--- src/rtl/chip_gate_tester.sv ---
// chip_gate_tester: self-sequencing truth-table tester for CHANNELS 2-input gates.
// Each test vector is held for SETTLE cycles and then sampled once. Mismatches
// are ORed into a per-channel mask, and the index of the first failing vector
// is captured.
// Optional feature: define CHIP_GATE_TESTER_WALK_EN to append CHANNELS one-hot
// walk vectors after the four base vectors. These catch bridged or swapped pins.

// Per-channel comparator: expected gate output vs returned DUT bit.
module chip_gate_lane (
  input  logic [2:0] fn,
  input  logic       a,
  input  logic       b,
  input  logic       m,
  output logic       miss
);
  logic e;

  // Expected output of the latched gate function for this channel.
  always_comb begin
    e = 1'b0;
    case (fn)
      3'd0:    e = a & b;
      3'd1:    e = a | b;
      3'd2:    e = a ^ b;
      3'd3:    e = ~(a & b);
      3'd4:    e = ~(a | b);
      3'd5:    e = ~(a ^ b);
      default: e = 1'b0;
    endcase
  end

  assign miss = (m != e);
endmodule

module chip_gate_tester #(
  parameter int CHANNELS = 4,
  parameter int SETTLE   = 3,
  parameter int VW       = $clog2(4 + CHANNELS)
) (
  input  logic                clk,
  input  logic                resetn,
  input  logic                start,
  input  logic [2:0]          func,
  output logic [CHANNELS-1:0] x,
  output logic [CHANNELS-1:0] y,
  input  logic [CHANNELS-1:0] m,
  output logic                busy,
  output logic                done,
  output logic                pass,
  output logic                err,
  output logic [CHANNELS-1:0] fail_mask,
  output logic [VW-1:0]       fail_vec
);
`ifdef CHIP_GATE_TESTER_WALK_EN
  localparam int NVEC = 4 + CHANNELS;
`else
  localparam int NVEC = 4;
`endif
  localparam logic [VW-1:0] LAST = VW'(NVEC - 1);
  localparam int CW = $clog2(SETTLE + 1);

  typedef enum logic [1:0] {IDLE, DRIVE, SAMPLE, DONE} state_t;

  state_t              state;
  logic [VW-1:0]       k;
  logic [VW-1:0]       k_nxt;
  logic [CW-1:0]       cnt;
  logic [2:0]          fn;
  logic [CHANNELS-1:0] miss;
  logic                func_ok;

  assign k_nxt   = k + 1'b1;
  assign func_ok = (func <= 3'd5);

  // Vector k < 4 replicates k[1] onto A. Walk vectors are one-hot on channel k-4.
  function automatic logic [CHANNELS-1:0] vec_a(input logic [VW-1:0] kk);
    logic [CHANNELS-1:0] v;
    v = '0;
    if (kk < VW'(4)) v = {CHANNELS{kk[1]}};
    else for (int i = 0; i < CHANNELS; i++) v[i] = (kk == VW'(4 + i));
    return v;
  endfunction

  // B input: base vectors replicate k[0]. Walk vectors use the same one-hot as A.
  function automatic logic [CHANNELS-1:0] vec_b(input logic [VW-1:0] kk);
    logic [CHANNELS-1:0] v;
    v = '0;
    if (kk < VW'(4)) v = {CHANNELS{kk[0]}};
    else for (int i = 0; i < CHANNELS; i++) v[i] = (kk == VW'(4 + i));
    return v;
  endfunction

  for (genvar i = 0; i < CHANNELS; i++) begin : g_lane
    chip_gate_lane u_lane (
      .fn   (fn),
      .a    (x[i]),
      .b    (y[i]),
      .m    (m[i]),
      .miss (miss[i])
    );
  end

  // Sequencer FSM. All outputs are registered and change only on state entry.
  always_ff @(posedge clk) begin
    if (!resetn) begin
      state     <= IDLE;
      k         <= '0;
      cnt       <= '0;
      fn        <= '0;
      x         <= '0;
      y         <= '0;
      busy      <= 1'b0;
      done      <= 1'b0;
      pass      <= 1'b0;
      err       <= 1'b0;
      fail_mask <= '0;
      fail_vec  <= '0;
    end else begin
      case (state)
        IDLE, DONE: begin
          if (start) begin
            if (func_ok) begin
              state     <= DRIVE;
              fn        <= func;
              k         <= '0;
              cnt       <= CW'(SETTLE - 1);
              x         <= vec_a('0);
              y         <= vec_b('0);
              busy      <= 1'b1;
              done      <= 1'b0;
              pass      <= 1'b0;
              err       <= 1'b0;
              fail_mask <= '0;
              fail_vec  <= '0;
            end else begin
              // Invalid function: report immediately without driving the DUT.
              state     <= DONE;
              x         <= '0;
              y         <= '0;
              busy      <= 1'b0;
              done      <= 1'b1;
              pass      <= 1'b0;
              err       <= 1'b1;
              fail_mask <= '1;
              fail_vec  <= '0;
            end
          end
        end
        DRIVE: begin
          if (cnt == '0) state <= SAMPLE;
          else           cnt   <= cnt - 1'b1;
        end
        SAMPLE: begin
          fail_mask <= fail_mask | miss;
          // An empty mask means no earlier vector has failed.
          if ((|miss) && (fail_mask == '0)) fail_vec <= k;
          if (k == LAST) begin
            state <= DONE;
            x     <= '0;
            y     <= '0;
            busy  <= 1'b0;
            done  <= 1'b1;
            pass  <= ((fail_mask | miss) == '0);
          end else begin
            state <= DRIVE;
            k     <= k_nxt;
            cnt   <= CW'(SETTLE - 1);
            x     <= vec_a(k_nxt);
            y     <= vec_b(k_nxt);
          end
        end
        default: state <= IDLE;
      endcase
    end
  end
endmodule

--- config.mk ---
export PLATFORM = sky130hd
export DESIGN_NAME = chip_gate_tester
export DESIGN_NICKNAME = d
export VERILOG_FILES = /design/src/rtl/chip_gate_tester.sv
export SDC_FILE = /design/constraint.sdc
export NUM_CORES = 1
export LEC_CHECK = 0
export CORE_ASPECT_RATIO = 0.6
export CORE_MARGIN = 5
export CORE_UTILIZATION = 54
export CTS_CLUSTER_DIAMETER = 60
export CTS_CLUSTER_SIZE = 16
export DETAILED_ROUTE_END_ITERATION = 16
export PLACE_DENSITY_LB_ADDON = 0.3
export SYNTH_ARGS = -nofsm -noshare
export SYNTH_HDL_FRONTEND = slang
export SYNTH_HIERARCHICAL = 1
export SYNTH_SLANG_ARGS = --single-unit
--- constraint.sdc ---
create_clock -name clk -period 2.6 [get_ports clk]
set_input_delay 0.52 -clock clk [delete_from_list [all_inputs] [get_ports clk]]
set_output_delay 0.52 -clock clk [all_outputs]
set_load 0.03 [all_outputs]
# Word level (Yosys, flattened, before mapping)
# Cells that the tools add are included.
totals:
  register_bits: 29
  latch_bits: 0
  ramBits: 0
  mem_bits_ro: 0
  input_bits: 10
  output_inout_bits: 19
  wordCells: 124
  memories: 0
op_classes:
  add_sub_neg: 2
  multipliers: 0
  n_div: 0
  magnitude_cmp: 2
  eq_ne: 24
  n_shift: 0
  mux: 42
  n_bitwise: 25
  n_reduce_logical: 17
op_table:
  columns: ["op", "count"]
  rows:
  - ["4-bit 2-to-1 mux", 7]
  - ["1-bit case mux with 6 select lines", 4]
  - ["4-bit case mux with 2 select lines", 3]
  - ["3-bit == test, second input constant", 6]
  - ["2-bit 2-to-1 mux", 8]
  - ["3-bit 2-to-1 mux", 5]
  - ["2-bit inequality test, second input constant", 7]
  - ["1-bit inverter", 12]
  - ["2-bit case mux with 3 select lines", 2]
  - ["3-bit case mux with 2 select lines", 2]
  - ["3-bit by 2-bit == test with 1-bit output, second input constant", 3]
  - ["3-bit AND reduction", 3]
  - ["4-bit zero test", 2]
  - ["1-bit 2-to-1 mux", 8]
  - ["4-bit AND reduction", 2]
  - ["1-bit case mux with 2 select lines", 3]
  - ["2-bit AND reduction", 3]
  - ["1-bit AND", 4]
  - ["2-bit == test, second input constant", 2]
  - ["2-bit zero test", 2]
  - ["1-bit inequality test", 4]
  - ["1-bit bitwise OR", 4]
  - ["4-bit bitwise OR", 1]
  - ["4-bit OR reduction", 1]
  - ["other kinds (11)", 14]

# Depth between registers and ports, before layout
logic_depth:
  word_depth: 8
  mapped_depth: 9
  ltp_nobuf: 9

# Cells and area by module
# Netlist, hierarchy kept.
modules_own_cells:
  columns: ["mod", "n_inst", "cells_each", "area_per_inst_um2", "seq_area_each_um2"]
  rows:
  - ["chip_gate_tester", 1, 175, 1521.5, 580.6]
  - ["chip_gate_lane", 4, 14, 98.8, 0.0]

# Worst setup path before layout
# Ideal clock, no wire load.
synth_path:
  kind: "flip-flop to flip-flop"
  from: "register x[2]"
  to: "register fail_vec[1]"
  setup_ns: 0.082
  t_arrival_ns: 2.379
  t_required_ns: 2.518
  slack_ns: 0.138
  path_stages_with_launch: 10
  path_buffers: 0
  synth_period_minus_slack_ns: 2.462
  path_cell_list: "dfxtp_1 > inv_1 > ha_1 > nor2_1 > a2111oi_1 > a31oi_1 > xnor2_1 > or4_4 > and2_1 > o221ai_1"
synth_between:
  elab_chain_len: 8
  word_cells_on_any_way: 12
  classes_between: "eq/ne (2); mux (1); bitwise (6); reduce/logical (3)"
synth_rtl:
  columns: ["element", "line", "text"]
  rows:
  - ["start: declaration", "44", "output logic [CHANNELS-1:0] x,"]
  - ["start signal: assignment", "127", "x <= vec_a('0);"]
  - ["start signal: assignment", "168", "x <= vec_a(k_nxt);"]
  - ["1-bit XOR (tied with other cells)", "24, 27", null]
  - ["1-bit inverter, on equally long branches", "27, 25, 26", null]
  - ["1-bit case mux with 6 select lines (*)", "21", "case (fn)"]
  - ["1-bit inequality test (*)", "32", "assign miss = (m != e);"]
  - ["named net miss[2]", "69", "logic [CHANNELS-1:0] miss;"]
  - ["4-bit OR reduction (*)", "156", "if ((|miss) && (fail_mask == '0)) fail_vec <= k;"]
  - ["1-bit logical AND (*)", "156", null]
  - ["2-bit inequality test (no line) (*)", null, null]
  - ["3-bit AND reduction (no line) (*)", null, null]
  - ["end signal: assignment", "156", null]
  - ["end: declaration", "52", "output logic [VW-1:0] fail_vec"]
# Mark *: on every way through the listed nets, which the timed path passes. The rest lies on a longest branch.
# A chain may end at the register's enable or synchronous reset.

# Final worst setup path
layout_path:
  from: "register x[3]"
  to: "register fail_vec[1]"
# The elaborated chain is that of the path after synthesis.

==> key figures <==
Run status
  • Status: complete, no violations

Timing
  • Max Fclk: slightly above 400 MHz
  • Clk_skew: between 0.007 and 0.008 ns
  • Final Cycle Share: 0.947
  • Tmin final: between 2 and 2.5 ns
  • Final setup viols: 0
  • Setup TNS Final: 0 ns
  • RSZ-0062 raised after global routing: false
  • Final Hold Fails: 0
  • Fin. max-slew vios: 0
  • Worst slew pin tran: 0.701 ns
  • Relative slew slack: 0.519

Power and ir drop
  • Clock network fraction of total power: 0.200
  • Int Pwr: about 0.0012 W
  • Seq pwr share: 0.301
  • Net Switching: 0.000912 W
  • Logic gate share of total power: 0.499
  • Sw Ratio: 0.431
  • Leak: between 0.9 and 1 nW
  • PwrDens: 897 nW/um^2
  • Design Power: approximately 0.0021 W
  • VDD IR max: around 470 uV

Synthesis
  • Area contributors post-synth: dfxtp_1 (30%), ha_1 (11%), inv_1 (5.1%)
  • Synth Area in Compound Gates: 0.256
  • Synth Register Bits: 29
  • Synth area leader: dfxtp_1
  • Count leader, synth: dfxtp_1
  • Synth Net Count: approximately 260
  • Post-synthesis cell type count: 44
  • Yosys warns: 6
  • Yosys top cell area share: 0.303
  • Sequential share of the synthesized area: 0.303
  • Mux contribution to synthesized area: 0.0222
  • Top FF cell, synth: dfxtp_1
  • Synthesized instance count: between 200 and 250
  • Post-synthesis adder-cell area fraction: 0.111
  • Largest family of logic cells by synthesized area: compound AO/OA/AOI/OAI gates
  • Post-synth top cells: dfxtp_1 (29), inv_1 (26), ha_1 (17)
  • Mapped cell area: 1920 um^2
  • Asr flop ratio synth: 0
  • Simple-gate share of the synthesized area: 0.211
  • Post-synthesis xor/xnor area fraction: 0.0183
  • Syn Area/Cell: 8.30 um^2
  • EDFF count, synth: 0

Global route
  • Largest net degree at the start of global routing: 25
  • Global Route Usage Sum: 0.214
  • First-pass GRT wire length: 8.09 mm
  • Initial antenna violation count: 0
  • Vias in the first global route: roughly 1.7k
  • Grt ovf: 0

Setup path
  • FF-to-FF End: fail_vec[1]$_SDFFE_PN0P_
  • Data required, critical path: about 2.8 ns
  • CP Max Fanout: 4
  • FF-to-FF path depth: 9
  • WP data arrival: roughly 2.7 ns
  • CP endpoint kind: flop
  • CP Launch Point: x[3]$_SDFFE_PN0P_
  • Critical path capture point: fail_vec[1]$_SDFFE_PN0P_
  • Reg2reg start: x[3]$_SDFFE_PN0P_
  • R2r setup slk: between 0.1 and 0.15 ns
  • Critical setup path kind: reg -> reg
  • Worst setup SP type: flop

Clock tree
  • Clk buf depth: 2
  • Setup Buffers After CTS: 0
  • Total CTS buffers: 5
  • Worst-Skew Late Latency: approximately 0.29 ns
  • CTS root buf: clkbuf_8
  • H-tree depth: 2
  • CTS tree: built
  • Clk sink count: 29
  • Worst-path clk slew: roughly 0.06 ns

Finish
  • Fraction of layout cells with a size suffix above 1: 0.0992
  • Final nets: about 290
  • Layout area overhead: 23.1%
  • N_diodes: 0

Drt
  • Drt first pass iters: 4
  • Residual DRC: 0
  • Vias per inst: between 6 and 7
  • Antenna-violating nets left: 0
  • Final wirelength: about 5 mm
  • Drt wl/cell: around 16 um
  • DRT iter0 DRCs: around 150
  • Vias: 1848

Floorplan
  • Initial Util: 0.573
  • Top Ports: 29
  • # rows: 16
  • Core Region: roughly 3300 um^2
  • Die Wd: between 80 and 90 um
  • Die area: 4880 um^2
  • Chip height: roughly 56 um

Placed design
  • IO buf count: 28
  • Placer congestion estimate: around 0.86
  • DP HPWL: about 3.6 mm

Run
  • MaxCap Viol Count: 0

Min path
  • Hold Crit Class: reg -> reg
[metrics by stage]
step	worst slack, ns	utilization	hold slack, ns	cell area [um^2]	std cells
finish	0.138	0.706	0.468	2360	307
global placement	0.287	0.674	0.445	2250	299
floorplan	0.138	-	0.435	1920	231
CTS	0.127	0.704	0.470	2350	307
global route	0.00914	0.706	0.487	2360	307
detailed placement	0.230	0.674	0.454	2250	299
[power groups by stage]
stage	clock network [W]	registers, W	logic, W
global route	0.000454	0.000650	0.00115
floorplan	0	0.000740	0.000627
detailed placement	0	0.000644	0.00103
CTS	0.000425	0.000634	0.00104
finish	0.000423	0.000637	0.00106
global placement	0	0.000638	0.00101
[flip-flops by register name, indices dropped and copies added, names as in the netlist, 2 cells and up]
name	cells
state	2
k	3
fail_vec	3
fail_mask	4
cnt	2
fn	3
x	4
y	4
[timing repair]
action,4_1_cts,5_1_grt
endpoints found under the setup margin,0,3
resized for setup,0,2
hold buffers,0,0
[per-layer routing]
| layer | track usage | share of wire | vias to the layer above |
|---|---|---|---|
| met4 | 0.0644 | 0.021 | 0 |
| met2 | 0.284 | 0.40 | 84 |
| li1 | - | - | 896 |
| met5 | 0 | 0 | - |
| met1 | 0.319 | 0.49 | 855 |
| met3 | 0.0695 | 0.083 | 13 |
[placed cells by master (no fill, tap or decap), types with 3 or more instances in the layout]
cell type and count:
a2111oi_1 3, a211o_1 4, a21oi_1 16, a31oi_1 8
and2_1 3, buf_4 7, clkbuf_8 7, clkdlybuf4s50_1 28
dfxtp_1 28, ha_1 17, inv_1 26, nand2_1 16
nand2b_1 6, nand3_1 11, nor2_1 10, nor2b_1 14
o2111ai_1 4, o211ai_1 9, o21ai_0 3, o221ai_1 3
or2b_1 4, xnor2_1 4
[worst max-delay path, stage by stage, from the launching register on]
cell and delay, ns:
dfxtp_1 0.38, inv_1 0.06, ha_1 0.29, nor2_1 0.05
a2111oi_1 0.39, a31oi_1 0.15, xnor2_1 0.18, or4_4 0.45
and2_1 0.20, o221ai_1 0.23
[cell families (layout without fill, tap and decap cells)]
family	Yosys count	after routing
and+or+nand+nor	73	73
AOI/OAI and AO/OA	66	66
buffers and inverters	38	69
DFF	29	29
adders and majority gates	17	17
xor gates and xnor gates	4	4
muxes	4	4
[how the worst min path moves through the flow]
stage	from	to	slack, ns	cells past startpoint
6_report	err$_SDFFE_PN0P_	err$_SDFFE_PN0P_	0.47	2
5_1_grt	cnt[0]$_SDFFE_PN0P_	cnt[0]$_SDFFE_PN0P_	0.49	2
4_1_cts	err$_SDFFE_PN0P_	err$_SDFFE_PN0P_	0.47	2
3_5_place_dp	err$_SDFFE_PN0P_	err$_SDFFE_PN0P_	0.45	2
3_3_place_gp	cnt[0]$_SDFFE_PN0P_	cnt[0]$_SDFFE_PN0P_	0.45	2
2_1_floorplan	cnt[0]$_SDFFE_PN0P_	cnt[0]$_SDFFE_PN0P_	0.43	2
[layout make-up]
cell class / count / area, um^2
clock buffers: 7 / 96.3
clock inverters: 1 / 5.00
fillers: 255 / 983
inverters: 26 / 97.6
multi-input cells: 164 / 1190
flip-flops and latches: 29 / 582
well taps: 45 / 56.3
repair buffers: 35 / 333
Note: power is estimated with default switching activity, not from simulation.
